==> src/rtl/spi_arb_pkg.sv <==
// spi_arb_pkg: shared defaults, the return-path FSM state type and the
// round-robin pick helper for the SPI transfer arbiter.
package spi_arb_pkg;

  localparam int DATA_W_DEF    = 32;
  localparam int TAG_DEPTH_DEF = 8;

  typedef enum logic [1:0] {
    RET_IDLE  = 2'd0,
    RET_WAIT  = 2'd1,
    RET_HOLD  = 2'd2,
    RET_DRAIN = 2'd3
  } ret_state_e;

  // Two-way round-robin pick: on a tie the requester that did not win last
  // time is chosen; a lone requester always wins.
  function automatic logic rr_pick(input logic v0, input logic v1, input logic last);
    logic g;
    if (v0 && v1) begin
      g = ~last;
    end else if (v1) begin
      g = 1'b1;
    end else begin
      g = 1'b0;
    end
    return g;
  endfunction

endpackage

==> src/rtl/spi_tag_fifo.sv <==
// spi_tag_fifo: DEPTH-deep queue of 1-bit requester tags recording the
// order in which transfers were issued.
// Ports:
//   clk, reset_n      clock, asynchronous active-low reset
//   push, din         enqueue a tag (ignored when full, even if popping)
//   pop               dequeue the head tag (ignored when empty)
//   dout              current head tag
//   count             number of stored tags (0..DEPTH)
//   full              count == DEPTH
module spi_tag_fifo
  import spi_arb_pkg::*;
#(
  parameter int DEPTH = TAG_DEPTH_DEF,
  localparam int AW   = $clog2(DEPTH)
) (
  input  logic          clk,
  input  logic          reset_n,
  input  logic          push,
  input  logic          din,
  input  logic          pop,
  output logic          dout,
  output logic [AW:0]   count,
  output logic          full
);

  logic [DEPTH-1:0] mem_r;
  logic [AW-1:0]    wr_ptr_r;
  logic [AW-1:0]    rd_ptr_r;
  logic [AW:0]      count_r;
  logic             do_push_s;
  logic             do_pop_s;

  // Push is gated on the registered full flag only, so a pop in the same
  // cycle never frees room for a push.
  always_comb begin
    full      = (count_r == (AW+1)'(DEPTH));
    do_push_s = push && !full;
    do_pop_s  = pop && (count_r != (AW+1)'(0));
  end

  assign dout  = mem_r[rd_ptr_r];
  assign count = count_r;

  // Storage, pointers and occupancy count.
  always_ff @(posedge clk or negedge reset_n) begin
    if (!reset_n) begin
      mem_r    <= '0;
      wr_ptr_r <= AW'(0);
      rd_ptr_r <= AW'(0);
      count_r  <= (AW+1)'(0);
    end else begin
      if (do_push_s) begin
        mem_r[wr_ptr_r] <= din;
        wr_ptr_r        <= wr_ptr_r + AW'(1);
      end
      if (do_pop_s) begin
        rd_ptr_r <= rd_ptr_r + AW'(1);
      end
      case ({do_push_s, do_pop_s})
        2'b10:   count_r <= count_r + (AW+1)'(1);
        2'b01:   count_r <= count_r - (AW+1)'(1);
        default: count_r <= count_r;
      endcase
    end
  end

endmodule

==> src/rtl/spi_xfer_arbiter.sv <==
// spi_xfer_arbiter: shares one SPI write/read FIFO pair between two
// requesters. Transmit words are issued round-robin into the write FIFO;
// each received word is routed back to the requester whose transfer is
// oldest, so responses return in issue order.
// Ports:
//   clk, reset_n                 clock, asynchronous active-low reset
//   reqN_valid/data/ready        transmit-word request handshake (N=0,1)
//   rspN_valid/data/ready        received-word response handshake (N=0,1)
//   wr_fifo_wrreq/data/full      write-FIFO push side
//   rd_fifo_rdreq/q/empty        read-FIFO pop side (q valid cycle after rdreq)
//   outstanding                  transfers issued but not yet answered
//   err_orphan, orphan_cnt       sticky flag / saturating count of words
//                                received with no transfer outstanding
module spi_xfer_arbiter
  import spi_arb_pkg::*;
#(
  parameter int DATA_W    = DATA_W_DEF,
  parameter int TAG_DEPTH = TAG_DEPTH_DEF,
  localparam int CW       = $clog2(TAG_DEPTH) + 1
) (
  input  logic              clk,
  input  logic              reset_n,
  input  logic              req0_valid,
  input  logic [DATA_W-1:0] req0_data,
  output logic              req0_ready,
  input  logic              req1_valid,
  input  logic [DATA_W-1:0] req1_data,
  output logic              req1_ready,
  output logic              rsp0_valid,
  output logic [DATA_W-1:0] rsp0_data,
  input  logic              rsp0_ready,
  output logic              rsp1_valid,
  output logic [DATA_W-1:0] rsp1_data,
  input  logic              rsp1_ready,
  output logic              wr_fifo_wrreq,
  output logic [DATA_W-1:0] wr_fifo_data,
  input  logic              wr_fifo_full,
  output logic              rd_fifo_rdreq,
  input  logic [DATA_W-1:0] rd_fifo_q,
  input  logic              rd_fifo_empty,
  output logic [CW-1:0]     outstanding,
  output logic              err_orphan,
  output logic [7:0]        orphan_cnt
);

  ret_state_e        state_r;
  ret_state_e        state_nxt;
  logic              last_grant_r;
  logic              grant_s;
  logic              issue_s;
  logic              rdreq_s;
  logic              tag_head_s;
  logic              tag_full_s;
  logic              tag_pop_s;
  logic [CW-1:0]     tag_count_s;
  logic              rsp_tag_r;
  logic [DATA_W-1:0] rsp_data_r;
  logic              err_orphan_r;
  logic [7:0]        orphan_cnt_r;
  logic              rsp_ack_s;

  // Issue decision; gated by reset_n so nothing handshakes while in reset.
  always_comb begin
    grant_s = rr_pick(req0_valid, req1_valid, last_grant_r);
    if (reset_n && !wr_fifo_full && !tag_full_s && (req0_valid || req1_valid)) begin
      issue_s = 1'b1;
    end else begin
      issue_s = 1'b0;
    end
  end

  assign req0_ready    = issue_s && !grant_s;
  assign req1_ready    = issue_s && grant_s;
  assign wr_fifo_wrreq = issue_s;
  assign wr_fifo_data  = grant_s ? req1_data : req0_data;

  // Round-robin history: moves only when a transfer actually issues.
  always_ff @(posedge clk or negedge reset_n) begin
    if (!reset_n) begin
      last_grant_r <= 1'b1;
    end else if (issue_s) begin
      last_grant_r <= grant_s;
    end
  end

  assign tag_pop_s = (state_r == RET_WAIT);

  spi_tag_fifo #(
    .DEPTH (TAG_DEPTH)
  ) u_tag_fifo (
    .clk     (clk),
    .reset_n (reset_n),
    .push    (issue_s),
    .din     (grant_s),
    .pop     (tag_pop_s),
    .dout    (tag_head_s),
    .count   (tag_count_s),
    .full    (tag_full_s)
  );

  assign outstanding = tag_count_s;

  // Handshake of the requester currently being answered.
  always_comb begin
    if (rsp_tag_r) begin
      rsp_ack_s = rsp1_ready;
    end else begin
      rsp_ack_s = rsp0_ready;
    end
  end

  // Return FSM next-state and read-FIFO pop request.
  always_comb begin
    state_nxt = state_r;
    rdreq_s   = 1'b0;
    case (state_r)
      RET_IDLE: begin
        if (!rd_fifo_empty) begin
          rdreq_s = 1'b1;
          if (tag_count_s != CW'(0)) begin
            state_nxt = RET_WAIT;
          end else begin
            state_nxt = RET_DRAIN;
          end
        end else begin
          state_nxt = RET_IDLE;
        end
      end
      RET_WAIT:  state_nxt = RET_HOLD;
      RET_HOLD: begin
        if (rsp_ack_s) begin
          state_nxt = RET_IDLE;
        end else begin
          state_nxt = RET_HOLD;
        end
      end
      RET_DRAIN: state_nxt = RET_IDLE;
      default:   state_nxt = RET_IDLE;
    endcase
  end

  assign rd_fifo_rdreq = rdreq_s && reset_n;

  // Return FSM state register.
  always_ff @(posedge clk or negedge reset_n) begin
    if (!reset_n) begin
      state_r <= RET_IDLE;
    end else begin
      state_r <= state_nxt;
    end
  end

  // Response capture: word and its owning tag are latched together in
  // RET_WAIT, the cycle in which rd_fifo_q carries the requested word.
  always_ff @(posedge clk or negedge reset_n) begin
    if (!reset_n) begin
      rsp_data_r <= '0;
      rsp_tag_r  <= 1'b0;
    end else if (state_r == RET_WAIT) begin
      rsp_data_r <= rd_fifo_q;
      rsp_tag_r  <= tag_head_s;
    end
  end

  assign rsp0_valid = (state_r == RET_HOLD) && !rsp_tag_r;
  assign rsp1_valid = (state_r == RET_HOLD) && rsp_tag_r;
  assign rsp0_data  = rsp_data_r;
  assign rsp1_data  = rsp_data_r;

  // Orphan bookkeeping: sticky flag and saturating counter.
  always_ff @(posedge clk or negedge reset_n) begin
    if (!reset_n) begin
      err_orphan_r <= 1'b0;
      orphan_cnt_r <= 8'd0;
    end else if (state_r == RET_DRAIN) begin
      err_orphan_r <= 1'b1;
      if (orphan_cnt_r != 8'hFF) begin
        orphan_cnt_r <= orphan_cnt_r + 8'd1;
      end
    end
  end

  assign err_orphan = err_orphan_r;
  assign orphan_cnt = orphan_cnt_r;

endmodule
==> config.mk <==
export PLATFORM = sky130hd
export DESIGN_NAME = spi_xfer_arbiter
export DESIGN_NICKNAME = d
export VERILOG_FILES = /design/src/rtl/spi_arb_pkg.sv /design/src/rtl/spi_tag_fifo.sv /design/src/rtl/spi_xfer_arbiter.sv
export SDC_FILE = /design/constraint.sdc
export NUM_CORES = 1
export LEC_CHECK = 0
export CAP_MARGIN = 20
export CORE_MARGIN = 5
export CORE_UTILIZATION = 33
export DETAILED_ROUTE_END_ITERATION = 6
export GPL_ROUTABILITY_DRIVEN = 0
export GPL_TIMING_DRIVEN = 1
export MAX_ROUTING_LAYER = met4
export PLACE_DENSITY_LB_ADDON = 0.3
export SKIP_LAST_GASP = 1
export SLEW_MARGIN = 20
export SYNTH_ARGS = -nofsm -noshare
export SYNTH_HDL_FRONTEND = slang
export SYNTH_SLANG_ARGS = --single-unit
export TNS_END_PERCENT = 100
==> constraint.sdc <==
create_clock -name clk -period 2.3 [get_ports clk]
set_input_delay 0.23 -clock clk [delete_from_list [all_inputs] [get_ports clk]]
set_output_delay 0.23 -clock clk [all_outputs]
set_load 0.03 [all_outputs]
==> out/summary.txt, run 1 <==
H-tree depth - 3
Final Setup Violations - 0
Setup Skew - 0.00689 ns
First-pass GRT wire length - 15.9 mm
Largest net degree at the start of global routing - 64
Synth cell types - 41
Delay-heaviest family, CP - compound AO/OA/AOI/OAI gates
Peak Freq - 458 MHz
EDFF count, synth - 0
Placed Instances - 600
Syn_nets - 391
Peak supply drop - 677 uV
Die Wd - 112 um
Status - finished, final reports clean
Min Tclk post-route - 2.18 ns
Non-Filler Instances - 617
Synth area leaders - dfrtp_1 (45%), mux2_2 (24%), buf_4 (7.0%)
Most frequent cell after synthesis - mux2_2
Post-DP HPWL - 8.17 mm
Die Y - 112 um
Mapped Area - 0.00343 mm^2
Main flop type after synthesis - dfrtp_1
Rows - 37
Diode count - 0
WP data required - 2.51 ns
Setup crit end kind - flip-flop
DRT iter0 DRCs - 107
Worst Path Buf+Inv - 0
Avg WL per Cell - 16.4 um
Initial antenna violation count - 0
Core Util, Final - 56.3%
Max-Cap Viols - 0
Tightest Hold Check Type - input port to async pin
Vias in the first global route - 3099
Startpoint Class - flip-flop
Total wire length after detailed routing - 10.1 mm
CTS Buf Count - 9
Yosys reg bits - 63
Max-Slew Margin vs Limit - 46.9%
CP most frequent cell - xor2_1
CP max FO - 5
Share of layout cells above drive strength 1 - 26.6%
Final ANT Viol Nets - 0
CTS root buf - clkbuf_8
Nets - 588
Clock slew at reported path FFs - 0.06 ns
CTS tree - built
Synthesis Warnings - 0
Latest clock arrival within the worst-skew pair - 0.33 ns
GR Overflow Total - 0
GRT Total Usage - 16.6%
Post-synthesis async set-or-reset flop share - 100%
DRC - 0
Starting Density - 33.5%
Leak - 2.42 nW
TNS Setup - 0 ns
Drt via density - 4.66
Crit path DAT - 2.39 ns
Crit path largest cell delay - 0.46 ns
PD cells - 1300 mW/mm^2
Number of buffers added on ports - 218
Register area - 0.00158 mm^2
Synthesized instance count - 281
Post-synth top area cell - dfrtp_1
Mean Syn Cell Area - 12.2 um^2
Fill cell count - 869
Final Hold Fails - 0
Slew Viols, Final - 0
Clk sinks - 63
Slew @ Worst Pin - 0.796 ns
Synth cell count leaders - mux2_2 (74), dfrtp_1 (62), buf_4 (32)
Slowest cell on crit path - a2111o_1
CTS Hold Bufs - 0
Drt first pass iters - 4
Power Total - 7.47 mW
Setup CP Type - flip-flop to flip-flop
Register area share after synthesis - 46.0%
Crit-path cells - nor3_2 > a2111o_1 > ha_2 > xor2_1 > ha_1 > a21oi_1 > xor2_1 > nor2_1 > xor2_1
Tcrit/Tclk final - 94.8%
Core area - 0.0102 mm^2
Area of the multi-input gates - 0.00153 mm^2
# IOs - 219
Share of the synthesized area in the top cell type - 45.3%
Clk buf depth - 2
Layout area overhead - 68.0%
Die area - 0.0125 mm^2
Via count - 2877
## sequential cells by signal (all words and copies together) (netlist names)
name                 cells
state_r                  2
last_grant_r             1
u_tag_fifo.wr_ptr_r      3
u_tag_fifo.rd_ptr_r      3
u_tag_fifo.mem_r         8
err_orphan               1
rsp_tag_r                1
rsp0_data               32
u_tag_fifo.count         4
orphan_cnt               8
## repair_timing
item,4_1_cts,5_1_grt
pin swaps,0,0
endpoints found under the setup margin,22,3
setup buffers,0,3
hold endpoints to repair,0,0
gates resized for setup,22,1
gates cloned,0,0
## through the flow
step                      setup slack, ns  hold slack [ns]  instance area, um^2
after floorplan                   0.00318          -0.0656                 3430
after global placement            -0.0468            0.449                 5600
after detailed placement           -0.134            0.466                 5600
after CTS                          0.0193            0.194                 5730
after global routing             -0.00106            0.232                 5760
final                               0.119            0.171                 5760
## metal layers
| layer | GRT usage (%) | share of wire [%] |
|---|---|---|
| met3 | 5.27 | 11 |
| met1 | 17.7 | 38 |
| met5 | - | 0 |
| met2 | 28.4 | 49 |
| met4 | 6.81 | 2.0 |
## final timing paths
path	startpoint	end	slack, ns	cells past startpoint
max reg2reg	u_tag_fifo.count[2]	u_tag_fifo.count[2]	0.12	9
max	u_tag_fifo.count[2]	u_tag_fifo.count[2]	0.12	9
max in group asynchronous	reset_n	u_tag_fifo.count[2]	1.57	2
min	reset_n	rsp0_data[9]	0.17	2
min in group clk	err_orphan	err_orphan	0.48	1
min reg2reg	err_orphan	err_orphan	0.48	1
## logic make-up (layout without fill, tap and decap cells)
logic type / Yosys count / after routing / synth area share, %
muxes: 84 / 84 / 27.7
DFF: 63 / 63 / 46.0
buffers and inverters: 55 / 255 / 10.1
and+or+nand+nor: 46 / 46 / 8.03
AOI/OAI and AO/OA: 15 / 15 / 2.88
xor gates and xnor gates: 12 / 12 / 3.07
adders and majority gates: 6 / 6 / 2.19
## final cells by class
class | instances | share of cell area (%)
Multi-Input combinational cell | 163 | 26.5
Clock inverter | 1 | 0.0869
Clock buffer | 13 | 2.76
Tap cell | 136 | 2.95
Timing Repair Buffer | 233 | 39.6
Inverter | 8 | 0.608
Sequential cell | 63 | 27.5
## where the power goes
group,internal (mW),switching (mW),total [mW]
Clock,0.437,0.398,0.836
Sequential,1.63,0.495,2.12
Combinational,2.14,2.38,4.52
Total,4.20,3.27,7.47
## placed cells by master (no fill, tap or decap), types with 3 or more instances in the layout
master	count
clkdlybuf4s50_1	182
mux2_2	74
dfrtp_1	59
buf_4	24
dlygate4sd2_1	22
clkbuf_8	11
nor2_1	10
xnor2_1	8
inv_1	7
nand3_1	7
nand2_1	7
mux2i_1	7
ha_1	5
xor2_1	4
and3_1	4
a21oi_1	4
buf_12	4
dfrtp_2	3
Power figures use the tool's default switching activity.
==> run 2: changes to the inputs <==
--- a/config.mk
+++ b/config.mk
@@ -8,6 +8,7 @@
 export CAP_MARGIN = 20
 export CORE_MARGIN = 5
 export CORE_UTILIZATION = 33
+export CTS_CLUSTER_DIAMETER = 30
 export DETAILED_ROUTE_END_ITERATION = 6
 export GPL_ROUTABILITY_DRIVEN = 0
 export GPL_TIMING_DRIVEN = 1
==> results of run 2 <==
Same layout as run 1: the final DEF is identical, and so are final timing and power.
==> run 3: changes to the inputs <==
--- a/config.mk
+++ b/config.mk
@@ -12,6 +12,7 @@
 export DETAILED_ROUTE_END_ITERATION = 6
 export GPL_ROUTABILITY_DRIVEN = 0
 export GPL_TIMING_DRIVEN = 1
+export HOLD_SLACK_MARGIN = 0.12
 export MAX_ROUTING_LAYER = met4
 export PLACE_DENSITY_LB_ADDON = 0.3
 export SKIP_LAST_GASP = 1
==> results of run 3 <==
Same layout as run 1: the final DEF is identical, and so are final timing and power.
